### config.mk
export PLATFORM = sky130hd
export DESIGN_NAME = lsu_dmem_ctrl
export DESIGN_NICKNAME = d
export VERILOG_FILES = /design/src/rtl/lsu_dmem_ctrl.sv
export SDC_FILE = /design/constraint.sdc
export NUM_CORES = 1
export LEC_CHECK = 0
export CORE_ASPECT_RATIO = 1.75
export CORE_UTILIZATION = 35
export CTS_BUF_LIST = sky130_fd_sc_hd__clkbuf_8
export CTS_CLUSTER_DIAMETER = 100
export DETAILED_ROUTE_END_ITERATION = 6
export GPL_TIMING_DRIVEN = 0
export HOLD_SLACK_MARGIN = 0.15
export PLACE_DENSITY_LB_ADDON = 0.12
export SLEW_MARGIN = 5
export SYNTH_ARGS = -nofsm -noshare
export SYNTH_HDL_FRONTEND = slang
export SYNTH_SLANG_ARGS = --single-unit
### constraint.sdc
create_clock -name clk -period 3.6 [get_ports clk]
set_input_delay 0.36 -clock clk [delete_from_list [all_inputs] [get_ports clk]]
set_output_delay 0.36 -clock clk [all_outputs]
set_load 0.03 [all_outputs]
### src/rtl/lsu_dmem_ctrl.sv
// MEM-stage load/store controller: aligns B/H/W accesses onto a word-wide
// req/ack data-memory port, builds byte masks, flags misalignment and bus timeouts.
module lsu_dmem_ctrl #(
    parameter int unsigned TIMEOUT_CYC = 255,
    parameter int unsigned ADDR_W      = 32
) (
    input  logic              clk,
    input  logic              rst,
    input  logic              req_valid_i,
    input  logic              req_we_i,
    input  logic [ADDR_W-1:0] req_addr_i,
    input  logic [31:0]       req_wdata_i,
    input  logic [2:0]        funct3_i,
    output logic              lsu_stall_o,
    output logic              lsu_done_o,
    output logic [31:0]       ld_data_tmp,
    output logic              misalign_o,
    output logic              bus_err_o,
    output logic              mem_req_o,
    output logic              mem_we_o,
    output logic [ADDR_W-1:0] mem_addr_o,
    output logic [31:0]       mem_wdata_o,
    output logic [3:0]        mem_bmask_o,
    input  logic              mem_ack_i,
    input  logic [31:0]       mem_rdata_i
);

    localparam int unsigned CNT_W = (TIMEOUT_CYC == 0) ? 1 : $clog2(TIMEOUT_CYC + 1);
    localparam logic [CNT_W-1:0] CNT_LAST = (TIMEOUT_CYC == 0) ? '0 : CNT_W'(TIMEOUT_CYC - 1);

    localparam logic [1:0] SZ_B = 2'b00;
    localparam logic [1:0] SZ_H = 2'b01;
    localparam logic [1:0] SZ_W = 2'b10;

    typedef enum logic [1:0] {IDLE, BUSY, DONE, ERR} state_e;

    typedef struct packed {
        logic [ADDR_W-1:0] addr;
        logic              we;
        logic [1:0]        size;
        logic [1:0]        off;
        logic [3:0]        bmask;
        logic [31:0]       wdata;
    } acc_t;

    state_e            state_q, state_d;
    logic [CNT_W-1:0]  cnt_q, cnt_d;
    acc_t              acc_q, acc_d;
    logic [31:0]       ld_q, ld_d;
    logic              done_q, done_d;
    logic              mis_q, mis_d;
    logic              berr_q, berr_d;
    logic              mreq_q, mreq_d;
    logic              mwe_q, mwe_d;
    logic [3:0]        bmask_q, bmask_d;

    logic [1:0]        req_off;
    logic [1:0]        req_size;
    logic              req_mis;
    logic [3:0]        req_bmask;
    logic [31:0]       ld_szmask;
    logic              unused_f3;

    assign req_off   = req_addr_i[1:0];
    assign req_size  = funct3_i[1:0];
    assign unused_f3 = funct3_i[2];

    // Request decode: misalignment and store lane mask
    always_comb begin
        req_mis   = 1'b0;
        req_bmask = 4'b0000;
        case (req_size)
            SZ_B: req_bmask = 4'b0001 << req_off;
            SZ_H: begin
                req_mis   = req_off[0];
                req_bmask = 4'b0011 << req_off;
            end
            SZ_W: begin
                req_mis   = (req_off != 2'b00);
                req_bmask = 4'b1111;
            end
            default: req_mis = 1'b1;
        endcase
    end

    // Zero-fill mask for the captured load, by latched access size
    always_comb begin
        ld_szmask = 32'hFFFF_FFFF;
        case (acc_q.size)
            SZ_B:    ld_szmask = 32'h0000_00FF;
            SZ_H:    ld_szmask = 32'h0000_FFFF;
            default: ld_szmask = 32'hFFFF_FFFF;
        endcase
    end

    always_comb begin
        state_d = state_q;
        cnt_d   = cnt_q;
        acc_d   = acc_q;
        ld_d    = ld_q;
        done_d  = 1'b0;
        mis_d   = 1'b0;
        berr_d  = 1'b0;
        case (state_q)
            IDLE: begin
                if (req_valid_i) begin
                    if (req_mis) begin
                        state_d = ERR;
                        done_d  = 1'b1;
                        mis_d   = 1'b1;
                    end else begin
                        state_d     = BUSY;
                        cnt_d       = '0;
                        acc_d.addr  = req_addr_i;
                        acc_d.we    = req_we_i;
                        acc_d.size  = req_size;
                        acc_d.off   = req_off;
                        acc_d.bmask = req_we_i ? req_bmask : 4'b0000;
                        acc_d.wdata = req_wdata_i << {req_off, 3'b000};
                    end
                end
            end
            BUSY: begin
                if (mem_ack_i) begin
                    state_d = DONE;
                    done_d  = 1'b1;
                    if (!acc_q.we) begin
                        ld_d = (mem_rdata_i >> {acc_q.off, 3'b000}) & ld_szmask;
                    end
                end else if ((TIMEOUT_CYC != 0) && (cnt_q == CNT_LAST)) begin
                    state_d = ERR;
                    done_d  = 1'b1;
                    berr_d  = 1'b1;
                end else begin
                    cnt_d = cnt_q + CNT_W'(1);
                end
            end
            DONE:    state_d = IDLE;
            ERR:     state_d = IDLE;
            default: state_d = IDLE;
        endcase
        mreq_d  = (state_d == BUSY);
        mwe_d   = mreq_d & acc_d.we;
        bmask_d = mreq_d ? acc_d.bmask : 4'b0000;
    end

    always_ff @(posedge clk) begin
        if (rst) begin
            state_q <= IDLE;
            cnt_q   <= '0;
            acc_q   <= '0;
            ld_q    <= '0;
            done_q  <= 1'b0;
            mis_q   <= 1'b0;
            berr_q  <= 1'b0;
            mreq_q  <= 1'b0;
            mwe_q   <= 1'b0;
            bmask_q <= 4'b0000;
        end else begin
            state_q <= state_d;
            cnt_q   <= cnt_d;
            acc_q   <= acc_d;
            ld_q    <= ld_d;
            done_q  <= done_d;
            mis_q   <= mis_d;
            berr_q  <= berr_d;
            mreq_q  <= mreq_d;
            mwe_q   <= mwe_d;
            bmask_q <= bmask_d;
        end
    end

    // Stall must rise in the request cycle itself, so it decodes req_valid_i directly
    assign lsu_stall_o = ((state_q == IDLE) && req_valid_i) || (state_q == BUSY);
    assign lsu_done_o  = done_q;
    assign misalign_o  = mis_q;
    assign bus_err_o   = berr_q;
    assign ld_data_tmp = ld_q;
    assign mem_req_o   = mreq_q;
    assign mem_we_o    = mwe_q;
    assign mem_bmask_o = bmask_q;
    assign mem_addr_o  = {acc_q.addr[ADDR_W-1:2], 2'b00};
    assign mem_wdata_o = acc_q.wdata;

endmodule

-- Yosys cells after proc, flatten, opt, wreduce, memory -nomap -nowiden
Cells that the tools add are included.
- register bits after elaboration: 124
- input bits: 104
- output and inout bits: 106
- word-level logic and storage cells: 75
- $add $sub $neg: 1
- equality and inequality tests: 12
- shift-type cells: 4
- mux-type cells: 22
- bitwise gates (word level): 7
- reductions and logical operators: 14
- operator list (operator ; number):
    2-to-1 mux 41 bit ; 3
    one-hot mux 32 bit (2 select lines) ; 1
    AND 32 bit ; 1
    2-to-1 mux 8 bit ; 4
    << shifter 32 x 5 -> 32 bit ; 1
    right shift 32 x 5 -> 32 bit ; 1
    one-hot mux 8 bit (2 select lines) ; 1
    one-hot mux 4 bit (3 select lines) ; 1
    adder 8 x 1 -> 8 bit, second input constant ; 1
    == test 2 x 1 -> 1 bit, second input constant ; 4
    == test 8 bit, second input constant ; 1
    2-to-1 mux 2 bit ; 4
    inequality test 2 bit, second input constant ; 4
    == test 2 bit, second input constant ; 3
    zero test 2 bit ; 3
    one-hot mux 2 bit (3 select lines) ; 1
    AND reduction 3 bit ; 2
    OR reduction 2 bit ; 3
    inverter 1 bit ; 5
    AND reduction 5 bit ; 1
    2-to-1 mux 1 bit ; 4
    2-to-1 mux 4 bit ; 1
    nonzero test 2 bit ; 2
    << shifter 1 x 2 -> 4 bit, first input constant ; 1
    7 further kinds ; 7

-- Depth between registers and ports, before layout
Gate-level depths: netlist of the first run.
- word-level depth: 8
- gate-level depth with buffers: 6
- depth with buffers taken out: 6

-- Least setup slack after synthesis of the first run
OpenSTA, ideal clock, no wires.
- path kind: register to register
- from: register cnt_q[0]
- to: register cnt_q[3]
- library setup time: 0.072 ns
- arrival: 1.594 ns
- data required time: 3.528 ns
- path slack: 1.934 ns
- cell stages (with the launch flop): 7
- path buffers: 0
- clock period less this slack: 1.666 ns
- cells stage by stage: dfxtp_1 inv_1 ha_1 and3_1 a211o_4 a211oi_2 mux2i_1
- longest elaborated chain between the ends: 4
- elaborated cells on any way between the ends: 7
- classes of those cells: add/sub: 1; eq/ne: 2; mux: 3; reduce/logical: 1
- ends and longest elaborated chain (item ; RTL line ; text):
    from (decl) ; 47 ; logic [CNT_W-1:0] cnt_q, cnt_d;
    from (signal assigned) ; 161 ; cnt_q <= cnt_d;
    adder 8 x 1 -> 8 bit ; 135 ; cnt_d = cnt_q + CNT_W'(1);
    2-to-1 mux 8 bit ; 130 ; end else if ((TIMEOUT_CYC != 0) && (cnt_q == CNT_LAST)) begin
    2-to-1 mux 8 bit ; 124 ; if (mem_ack_i) begin
    one-hot mux 8 bit (2 select lines) ; 104 ; case (state_q)
Several ways; a longest one is shown, not always the timed one. The select of a mux whose other input is x is not followed.
A chain may end at the register's enable or synchronous reset.

-- Worst setup path in the final report of the first run
- from: register state_q[0]
- to: output port lsu_stall_o
- longest elaborated chain between the ends: 3
- elaborated cells on any way between the ends: 4
- classes of those cells: eq/ne: 1; reduce/logical: 3
- ends and longest elaborated chain (item ; RTL line ; text):
    from (decl) ; 46 ; state_e state_q, state_d;
    from (signal assigned) ; 160 ; state_q <= state_d;
    zero test 2 bit ; 174 ; assign lsu_stall_o = ((state_q == IDLE) && req_valid_i) || (state_q == BUSY);
    logical AND 1 bit ; 174 ;
    logical OR 1 bit (*) ; 174 ;
    to (decl) ; 14 ; output logic lsu_stall_o,
Every way passes the cells marked *; elsewhere a longest branch is shown, timed or not.

==> summary.log, run 1 <==
qor: synthesis.netlist_area 5750 um2
qor: die.core-area 16000 um2
qor: setup_path.worst_setup_path_end_kind output pin
qor: cts.ctsRootBufferMaster clkbuf_8
qor: cts.clk_path_buf_depth 2
qor: global_routing.first_global_vias 5538
qor: setup_path.cp_common_cell nor2_1
qor: synthesis.netlist_top_cells_area dfxtp_1 (42%), buf_4 (8.9%), nand2_1 (7.7%)
qor: die.die-area 17000 um2
qor: setup_path.arrival 1890 ps
qor: final_layout.final.fill_count 1519
qor: cts.clk_transition_reported_paths 70 ps
qor: hold_path.hp-start rst
qor: pwr.power.share.combinational 18.9%
qor: cts.clk_latency 440 ps
qor: pwr.switching_share 28.2%
qor: synthesis.synth-edff-count 0
qor: final_layout.area_growth 46.8%
qor: cts.post_cts.resized_instances 0
qor: pwr.power.switching 941 uW
qor: pwr.leakagePower 0.00315 uW
qor: setup_path.worstReg2RegEnd mem_bmask_o[0]$_SDFF_PP0_
qor: synthesis.synth_top_cells_by_count dfxtp_1 (122), nand2_1 (118), buf_4 (68), a21oi_1 (65), nor2_1 (59)
qor: place.placer_s_final_routability_congestion_estimate 0.935
qor: hold_path.min_path_cells 2
qor: synthesis.synth.ff_latch_count 122
qor: final_layout.count_of_antenna_diodes_in_the_layout 0
qor: sta.drv_slew 0
qor: sta.grt_setup_unrepaired false
qor: sta.fmax 0.444 GHz
qor: final_layout.layout.nets 1000
qor: place.buffer_ports.inserted 205
qor: cts.cts_num_sinks 122
qor: cts.ctsHoldBuffers 0
qor: pwr.max-vdd-ir-drop 233 uV
qor: global_routing.grt_pass1_wl 28.3 mm
qor: die.die_width 98.9 um
qor: route.vias_per_cell 4.95
qor: pwr.power.share.sequential 42.7%
qor: sta.final.setup.tns 0 ps
qor: die.fp_rows 61
qor: cts.postCtsSetupRepairBufs 0
qor: setup_path.delay_contributed_by_the_slowest_stage_of_the_critical_path 680 ps
qor: route.tritonroute_pass_1_iters 5
qor: setup_path.crit_buf_inv 1
qor: cts.cts_buffers 17
qor: synthesis.synth_ff_type dfxtp_1
qor: synthesis.yosys.area.top_type_share 42.5%
qor: die.die_y 172 um
qor: pwr.power.total 3330 uW
qor: synthesis.synth_area_per_cell 8.60 um2
qor: global_routing.grt_util_all_layers 21.8%
qor: flow_run.maxCapViolations 0
qor: synthesis.synthesis.instances 669
qor: synthesis.synthArstFlopShare 0%
qor: hold_path.hold_path.class primary input to flop
qor: pwr.power_density 395 nW/um2
qor: sta.finalClockSkew 13.6 ps
qor: setup_path.cpMaxStageDelayCell clkdlybuf4s50_1
qor: die.design.portCount 210
qor: synthesis.post_synth_num_cell_types 47
qor: pwr.power.share.clock 38.3%
qor: setup_path.setup.reg_to_reg.worst_slack 1750 ps
qor: place.dp.final_hpwl 14.4 mm
qor: sta.min_period_over_period 62.5%
qor: sta.slew-limit-headroom 53.7%
qor: synthesis.yosysMostFrequentCell dfxtp_1
qor: sta.final_setup_fails 0
qor: hold_path.hold_end state_q[0]$_SDFF_PP0_
qor: sta.timing.final.hold_violations 0
qor: pwr.internal_power 2390 uW
qor: status.status complete, no violations
qor: synthesis.synth.yosys.seq_area_share 42.5%
qor: route.detailedRoute.firstIterationViolations 176
qor: global_routing.grt_remaining_overflow 0
qor: setup_path.regToRegStartpoint state_q[0]$_SDFF_PP0_
qor: global_routing.antenna_found_initial 0
qor: die.initial_utilization 36.1%
qor: cts.cts_htree_levels 4
qor: route.ant_nets 0
qor: final_layout.drive_above_1_share 15.6%
qor: setup_path.worst_r2r_path_depth 5
qor: route.wire_per_inst 16.7 um
qor: route.num_vias 5417
qor: setup_path.cp_data_required_time 3240 ps
qor: sta.worst_slew_pin_slew 692 ps
qor: global_routing.maximum_number_of_pins_on_one_net_before_global_route_repair 17
qor: route.remaining_drc_errors 0
qor: synthesis.synth_top_area_cell dfxtp_1
qor: setup_path.crit_family buffers and inverters
qor: setup_path.worstSetupPathType flop to output pin
qor: setup_path.critPathMaxFanout 6
qor: cts.cts_tree yes
qor: sta.period_minus_slack 2250 ps
qor: setup_path.worst_setup_path_start_kind flop
qor: setup_path.critical_path.cell_chain nor2_1 > nor2_1 > clkdlybuf4s50_1
qor: route.drt-total-wl 18.3 mm
qor: synthesis.ys_warn_count 0
-- cell families (layout without fill, tap and decap cells) --
logic type      Yosys count  count (layout)  share of synthesized area, %
compound gates          147             147                          17.2
fa+ha+maj                 2               2                         0.435
buf+inv                 116             352                          12.6
flops                   122             122                          42.5
mux                      57              57                          10.3
other cells               1               2                        0.0652
simple gates            224             224                          17.0
-- flip-flops by register name (all words and copies together) (netlist names) --
name,flops
ld_data_tmp,32
mem_wdata_o,32
mem_addr_o,30
acc_q,9
cnt_q,8
mem_bmask_o,4
state_q,2
bus_err_o,1
lsu_done_o,1
mem_req_o,1
mem_we_o,1
misalign_o,1
-- worst reg2reg max path, delay by kind of cell (launching register included) --
family / cells / cell delay (ps)
simple gates: 3 / 650
flops: 1 / 400
buf+inv: 1 / 330
compound gates: 1 / 350
-- layer usage --
| metal | GRT usage (%) | wire length (um) | vias to the layer above |
|---|---|---|---|
| met3 | 5.97 | 1170 | 40 |
| met1 | 21.8 | 6760 | 2501 |
| met5 | 0 | 0 | - |
| li1 | - | - | 2686 |
| met2 | 41.0 | 9660 | 190 |
| met4 | 10.8 | 681 | 0 |
-- layout by cell type, fill, tap and decap left out, types with 4 or more instances in the layout --
cell type / n
buf_2: 16
mux2_2: 16
a22o_1: 8
clkbuf_1: 25
nand2b_1: 8
nor2_1: 59
o21ai_0: 9
clkinv_2: 4
nand2_1: 118
o211ai_1: 16
inv_1: 5
clkdlybuf4s50_1: 205
a21oi_1: 65
mux2i_1: 41
buf_4: 68
nor3_1: 17
dfxtp_1: 122
nand3_1: 5
clkbuf_8: 18
a211oi_1: 9
o2bb2ai_1: 8
a22oi_1: 16
-- layout make-up --
cell class	count	area, um2	area share, %
Clock inverter	13	154	1.82
Buffer	112	711	8.41
Timing Repair Buffer	205	2050	24.3
Multi-Input combinational cell	432	2590	30.6
Clock buffer	18	248	2.93
Inverter	4	15.0	0.178
Sequential cell	122	2440	28.9
Tap cell	189	236	2.80
-- power by group through the flow --
| stage | clock network, uW | logic [uW] | registers [uW] |
|---|---|---|---|
| after floorplan | 0 | 332 | 1470 |
| after global placement | 0 | 625 | 1450 |
| after detailed placement | 0 | 633 | 1460 |
| after CTS | 1310 | 635 | 1420 |
| after global routing | 1370 | 677 | 1430 |
| final | 1280 | 631 | 1420 |
-- metrics by stage --
step / utilization [%] / hold WS [ps] / cells / setup slack (ps) / area (um2)
finish: 52.9 / 403 / 1095 / 1350 / 8450
global route: 52.9 / 427 / 1095 / 1280 / 8450
CTS: 52.9 / 399 / 1095 / 1320 / 8450
detailed placement: 50.4 / 444 / 1064 / 1170 / 8040
global placement: 50.4 / 441 / 1064 / 1220 / 8040
floorplan: - / 426 / 670 / 1930 / 5760
-- worst max-delay path by stage --
stage | to | cells past startpoint | startpoint | slack [ps]
6_report | lsu_stall_o | 3 | state_q[0]$_SDFF_PP0_ | 1350
5_1_grt | lsu_stall_o | 3 | state_q[0]$_SDFF_PP0_ | 1280
4_1_cts | lsu_stall_o | 3 | state_q[0]$_SDFF_PP0_ | 1320
3_5_place_dp | mem_bmask_o[0]$_SDFF_PP0_ | 6 | funct3_i[1] | 1170
3_3_place_gp | mem_bmask_o[0]$_SDFF_PP0_ | 6 | req_addr_i[0] | 1220
2_1_floorplan | cnt_q[3]$_SDFFE_PP0P_ | 6 | cnt_q[0]$_SDFFE_PP0P_ | 1930
Power figures use the tool's default switching activity.
==> inputs of run 2 (changes only) <==
==> constraint.sdc (replaced) <==
create_clock -name clk -period 2.3 [get_ports clk]
set_input_delay 0.23 -clock clk [delete_from_list [all_inputs] [get_ports clk]]
set_output_delay 0.23 -clock clk [all_outputs]
set_load 0.03 [all_outputs]
==> results of run 2 <==
The final DEF is identical to that of run 1. Status: complete, no violations.
Among the figures that moved: setup slack after placement 1170 ps -> -1.92 ps; setup slack after layout 1350 ps -> 179 ps; hold slack 403 ps -> 273 ps; register-to-register setup slack 1750 ps -> 450 ps; total power 3330 uW -> 5220 uW; worst IR drop on VDD 233 uV -> 364 uV
